## config.mk

```make
export PLATFORM = sky130hd
export DESIGN_NAME = e203_ifu_bhtbpu
export DESIGN_NICKNAME = d
export VERILOG_FILES = /design/src/rtl/e203_ifu_bhtbpu.sv
export SDC_FILE = /design/constraint.sdc
export NUM_CORES = 1
export LEC_CHECK = 0
export ABC_AREA = 1
export BUFFER_PORTS_ARGS = -buffer_cell sky130_fd_sc_hd__buf_2
export CORE_MARGIN = 4
export CORE_UTILIZATION = 55
export DETAILED_ROUTE_END_ITERATION = 6
export HOLD_SLACK_MARGIN = 0.08
export PLACE_DENSITY_LB_ADDON = 0.12
export SLEW_MARGIN = 40
export SYNTH_ARGS = -nofsm -noshare
export SYNTH_HDL_FRONTEND = slang
export SYNTH_SLANG_ARGS = --single-unit
```

## constraint.sdc

```tcl
create_clock -name clk -period 6.3 [get_ports clk]
set_input_delay 1.575 -clock clk [delete_from_list [all_inputs] [get_ports clk]]
set_output_delay 1.575 -clock clk [all_outputs]
set_load 0.02 [all_outputs]
```

## src/rtl/e203_ifu_bhtbpu.sv

```systemverilog
// IFU branch predictor: PC-indexed 2-bit BHT for conditional branches plus a
// circular return-address stack for JALR returns; next-PC operands are combinational.
module e203_ifu_bhtbpu #(
    parameter int PC_SIZE     = 32,
    parameter int BHT_ENTRIES = 64,
    parameter int RAS_DEPTH   = 4
) (
    input  logic               clk,
    input  logic               rst,
    input  logic [PC_SIZE-1:0] pc,
    input  logic               dec_i_valid,
    input  logic               dec_fire,
    input  logic               dec_rv32,
    input  logic               dec_jal,
    input  logic               dec_jalr,
    input  logic               dec_bxx,
    input  logic [PC_SIZE-1:0] dec_bjp_imm,
    input  logic [4:0]         dec_jalr_rs1idx,
    input  logic [4:0]         dec_rdidx,
    input  logic               oitf_empty,
    input  logic               jalr_rs1idx_cam_irrdidx,
    input  logic [PC_SIZE-1:0] rf2bpu_x1,
    input  logic               ras_flush,
    input  logic               upd_valid,
    input  logic [PC_SIZE-1:0] upd_pc,
    input  logic               upd_taken,
    output logic               prdt_taken,
    output logic [PC_SIZE-1:0] prdt_pc_add_op1,
    output logic [PC_SIZE-1:0] prdt_pc_add_op2,
    output logic               bpu_wait,
    output logic               prdt_ras_hit
);

    localparam int IW = $clog2(BHT_ENTRIES);
    localparam int PW = (RAS_DEPTH > 1) ? $clog2(RAS_DEPTH) : 1;
    localparam int CW = $clog2(RAS_DEPTH + 1);
    localparam logic [PW-1:0] TOP_MAX = PW'(RAS_DEPTH - 1);
    localparam logic [CW-1:0] CNT_MAX = CW'(RAS_DEPTH);

    logic [1:0]         bht [BHT_ENTRIES];
    logic [PC_SIZE-1:0] ras [RAS_DEPTH];
    logic [PW-1:0]      top;
    logic [CW-1:0]      cnt;

    logic [IW-1:0] rd_idx, up_idx;
    logic          unused_upd_pc;
    assign rd_idx        = pc[IW:1];
    assign up_idx        = upd_pc[IW:1];
    assign unused_upd_pc = ^upd_pc;

    // JAL wins if the decoder ever flags more than one class.
    logic jalr_eff, lrs1, lrd, rs1_ne_rd, rs1_x0, rs1_x1, ras_empty;
    assign jalr_eff  = dec_jalr & ~dec_jal;
    assign lrs1      = (dec_jalr_rs1idx == 5'd1) | (dec_jalr_rs1idx == 5'd5);
    assign lrd       = (dec_rdidx == 5'd1) | (dec_rdidx == 5'd5);
    assign rs1_ne_rd = dec_jalr_rs1idx != dec_rdidx;
    assign rs1_x0    = dec_jalr_rs1idx == 5'd0;
    assign rs1_x1    = dec_jalr_rs1idx == 5'd1;
    assign ras_empty = cnt == '0;

    logic ras_hit, x1_path;
    assign ras_hit = jalr_eff & ~rs1_x0 & lrs1 & rs1_ne_rd & ~ras_empty;
    assign x1_path = jalr_eff & rs1_x1 & ras_empty;

    // NOTE: every always_comb output gets a default first so no path can infer a latch.
    always_comb begin
        prdt_taken      = 1'b0;
        prdt_pc_add_op1 = pc;
        if (dec_jal) begin
            prdt_taken = 1'b1;
        end else if (jalr_eff) begin
            if (rs1_x0) begin
                prdt_taken      = 1'b1;
                prdt_pc_add_op1 = '0;
            end else if (ras_hit) begin
                prdt_taken      = 1'b1;
                prdt_pc_add_op1 = ras[top];
            end else if (x1_path) begin
                prdt_taken      = 1'b1;
                prdt_pc_add_op1 = rf2bpu_x1;
            end
        end else if (dec_bxx) begin
            prdt_taken = bht[rd_idx][1];
        end
    end

    assign prdt_pc_add_op2 = dec_bjp_imm;
    assign bpu_wait        = dec_i_valid & x1_path & (~oitf_empty | jalr_rs1idx_cam_irrdidx);
    assign prdt_ras_hit    = dec_i_valid & ras_hit;

    // NOTE: the BHT must come out of reset weakly not-taken, so this array is reset;
    // RAS data is never read while count is 0 and is left without reset.
    always_ff @(posedge clk or posedge rst) begin
        if (rst) begin
            for (int i = 0; i < BHT_ENTRIES; i++) bht[i] <= 2'b01;
        end else if (upd_valid) begin
            if (upd_taken && bht[up_idx] != 2'b11)
                bht[up_idx] <= bht[up_idx] + 2'b01;
            else if (!upd_taken && bht[up_idx] != 2'b00)
                bht[up_idx] <= bht[up_idx] - 2'b01;
        end
    end

    logic [PC_SIZE-1:0] la;
    logic               ras_upd, do_push, do_pop, do_replace;
    logic [PW-1:0]      top_inc, top_dec;

    assign la      = pc + (dec_rv32 ? PC_SIZE'(4) : PC_SIZE'(2));
    assign ras_upd = dec_fire & dec_i_valid & ~ras_flush;
    // A pop-then-push on an empty stack degenerates to a plain push.
    assign do_push = (dec_jal & lrd)
                   | (jalr_eff & lrd & ~(lrs1 & rs1_ne_rd))
                   | (jalr_eff & lrs1 & lrd & rs1_ne_rd & ras_empty);
    assign do_pop     = jalr_eff & lrs1 & ~lrd & ~ras_empty;
    assign do_replace = jalr_eff & lrs1 & lrd & rs1_ne_rd & ~ras_empty;
    assign top_inc    = (top == TOP_MAX) ? '0 : top + PW'(1);
    assign top_dec    = (top == '0) ? TOP_MAX : top - PW'(1);

    always_ff @(posedge clk or posedge rst) begin
        if (rst) begin
            top <= '0;
            cnt <= '0;
        end else if (ras_flush) begin
            top <= '0;
            cnt <= '0;
        end else if (ras_upd) begin
            if (do_push) begin
                top <= top_inc;
                if (cnt != CNT_MAX) cnt <= cnt + CW'(1);
            end else if (do_pop) begin
                top <= top_dec;
                cnt <= cnt - CW'(1);
            end
        end
    end

    always_ff @(posedge clk) begin
        if (ras_upd) begin
            if (do_push)         ras[top_inc] <= la;
            else if (do_replace) ras[top]     <= la;
        end
    end

endmodule

```

==> results by group <==
Status
  – Run status: completed

Clock tree
  – Post-CTS sizing: 0
  – Clk slew on worst S/H paths: 0.06 ns
  – Root Buffer: clkbuf_16
  – H-tree levels: 1
  – CTS Sinks: 261
  – Post-CTS Setup Inserts: 0
  – Max clock buf depth: 3
  – Clock latency on the worst-skew pair: 0.54 ns
  – Cts bufs inserted: 28
  – Hold-fix buffers, CTS: 0
  – CTS tree: done

Worst setup path
  – Critical Path RT: 4.72 ns
  – CP Max Fanout: 35
  – Crit path launch type: primary input
  – Critical path type: in2out
  – WP data arrival: 3.75 ns
  – Critical path endpoint category: output pin

Route
  – DR vias/cell: 5.69
  – Initial DRC Count: 1,083
  – Final ANT Viol Nets: 0
  – Post-route DRC: 0
  – Total detailed-routing wirelength: 41,200 microns
  – DR vias: 12,185
  – DR WL/cell: 19.2 microns
  – Drt first pass iters: 5

Pwr
  – Pwr/cell area: 286 mW/mm^2
  – Maximum VDD drop: 0.000233 V
  – Total power: 4.56 mW
  – P_leak: 6.73 nW

Floorplan
  – Initial Util: 55.9%
  – Die Ht: 168 microns
  – Die width: 168 microns
  – Core area: 0.0252 sq mm
  – Number of core rows: 58
  – Die Footprint: 0.0282 sq mm
  – Ports: 218

Synthesis
  – Syn Inst Count: 1,710
  – FF+latch count, synth: 261
  – Synth unique cells: 47
  – Mapped Area: 0.0141 sq mm
  – Synthesized Nets: 1,868
  – Top-count cell post-synth: nand2_1
  – Top cell type's share of synthesized area: 27.3%
  – Prevailing post-synth register cell: edfxtp_1
  – Cell taking the most area after synthesis: edfxtp_1
  – Syn avg cell area: 8.23 sq um
  – Register area share after synthesis: 51.5%
  – Post-synth EDFFs: 128
  – Most common library cells after synthesis: 506 x nand2_1, 184 x nor2_1, 171 x inv_1, 128 x edfxtp_1, 107 x o21ai_0
  – Synth area leaders: edfxtp_1 27%, nand2_1 13%, dfrtp_1 12%
  – Asr flop ratio synth: 51.0%
  – Syn. warnings: 0

Global route
  – Total GRT Usage: 28.4%
  – Vias in the first global route: 11,902
  – Initial antenna violation count: 0
  – Largest net degree at the start of global routing: 68
  – Grt total ovfl: 0
  – First-pass GRT wire length: 64,200 microns

Cells and area
  – Share of layout cells above drive strength 1: 16.1%
  – Final Util: 63.3%
  – Antenna diode count: 0
  – Area Overhead vs Synth: 13.3%
  – Nets: 1,946

STA
  – Maximum clock frequency: 188 MHz
  – Final Max Slew Viols: 0
  – Layout Skew: 0.00974 ns
  – Minimum clock period: 5.33 ns
  – # setup viols final: 0
  – Fin. Hold Viols: 0
  – Fin crit share: 84.5%
  – Setup TNS: 0 ns
  – Worst rel slew slack: 45.7%
  – Actual slew at the worst max-slew pin: 0.815 ns
  – WHS: 0.467 ns
  – RSZ-0062 raised after global routing: no
  – Final worst slack: 0.975 ns

Place
  – Worst slack, placed: 1.08 ns
  – Final HPWL DP: 27,100 microns
  – Count of input and output buffers: 127
  – Routability-driven placement congestion ratio: 0.906

Worst hold path
  – Hold WC Path Type: reg2reg

Flow run
  – Max-Cap Viols: 0
[final timing paths]
path / start / end / slack (ns) / depth (start not counted)
min in group asynchronous: rst / bht[125] / 1.06 / 2
max: pc[1] / prdt_taken / 0.97 / 13
max in group asynchronous: rst / bht[19] / 4.18 / 3
min: register / register / 0.47 / 2
min reg2reg: register / register / 0.47 / 2
max reg2reg: top[1] / ras[2][0] / 2.96 / 7
[placed cells by master, fill, tap and decap left out, types with 3 or more instances in the layout]
cell	instances
buf_2	127
xnor2_1	4
o21a_1	8
ha_1	5
edfxtp_1	128
dfstp_2	64
o22a_1	4
buf_16	6
a22oi_1	35
inv_4	4
dfrtp_1	68
inv_2	3
nand2_1	505
buf_4	17
o221ai_1	17
clkinvlp_4	4
nand3_1	55
nor2_1	179
o31ai_1	6
clkinv_1	3
nand3b_1	3
nand3_2	9
o211ai_1	6
o21ai_0	107
nor3_1	23
nand4_1	13
nor2_2	3
bufinv_16	7
inv_1	169
o21ai_1	3
o22ai_1	39
xor2_1	27
clkbuf_16	30
clkinv_2	5
a21oi_1	93
nor4_1	5
nor2_4	4
[routing by layer]
metal / share of wire, % / wire (microns) / track usage, % / up-vias
met1: 41 / 16700 / 37.0 / 5745
met4: 3.7 / 1510 / 10.7 / 0
met5: 0 / 0 / 0 / -
met2: 47 / 19500 / 47.9 / 537
met3: 8.3 / 3420 / 4.72 / 103
li1: - / - / - / 5800
[critical path, stage by stage]
cell and delay (ns):
buf_2 0.60, inv_1 0.08, buf_4 0.28, a21oi_1 0.16
o21ai_0 0.10, o211ai_1 0.14, nand3_1 0.12, nand3_1 0.14
nand3_1 0.09, nand2_1 0.16, nand2_1 0.07, nand2_1 0.05
buf_2 0.16
[layout make-up]
class	instances	area (sq um)
fillers	2197	9250
clock inverters	18	273
flip-flops and latches	261	7250
repair buffers	150	928
clock buffers	34	786
well taps	330	413
inverters	177	674
multi-input cells	1170	5610
[report_power, final]
part / internal (mW) / switching, mW / total [mW]
clock network: 1.17 / 0.683 / 1.86
logic: 0.208 / 0.450 / 0.658
registers: 1.96 / 0.0935 / 2.05
[stage by stage]
stage / area, sq um / std cells
after floorplan: 14100 / 1710
after global placement: 14700 / 2082
after detailed placement: 14900 / 2088
after CTS: 15900 / 2140
after global routing: 15900 / 2140
final: 15900 / 2140
[kinds of logic (layout without fill, tap and decap cells)]
group | Yosys count | in the layout | synth area share, %
AO/OA/AOI/OAI | 322 | 322 | 13.4
buffers and inverters | 279 | 379 | 8.90
AND/OR/NAND/NOR | 809 | 809 | 23.4
adder cells (fa/ha/maj) | 7 | 7 | 0.729
flip-flops | 261 | 261 | 51.5
XOR/XNOR | 32 | 32 | 1.99
Note: power is estimated with default switching activity, not from simulation.
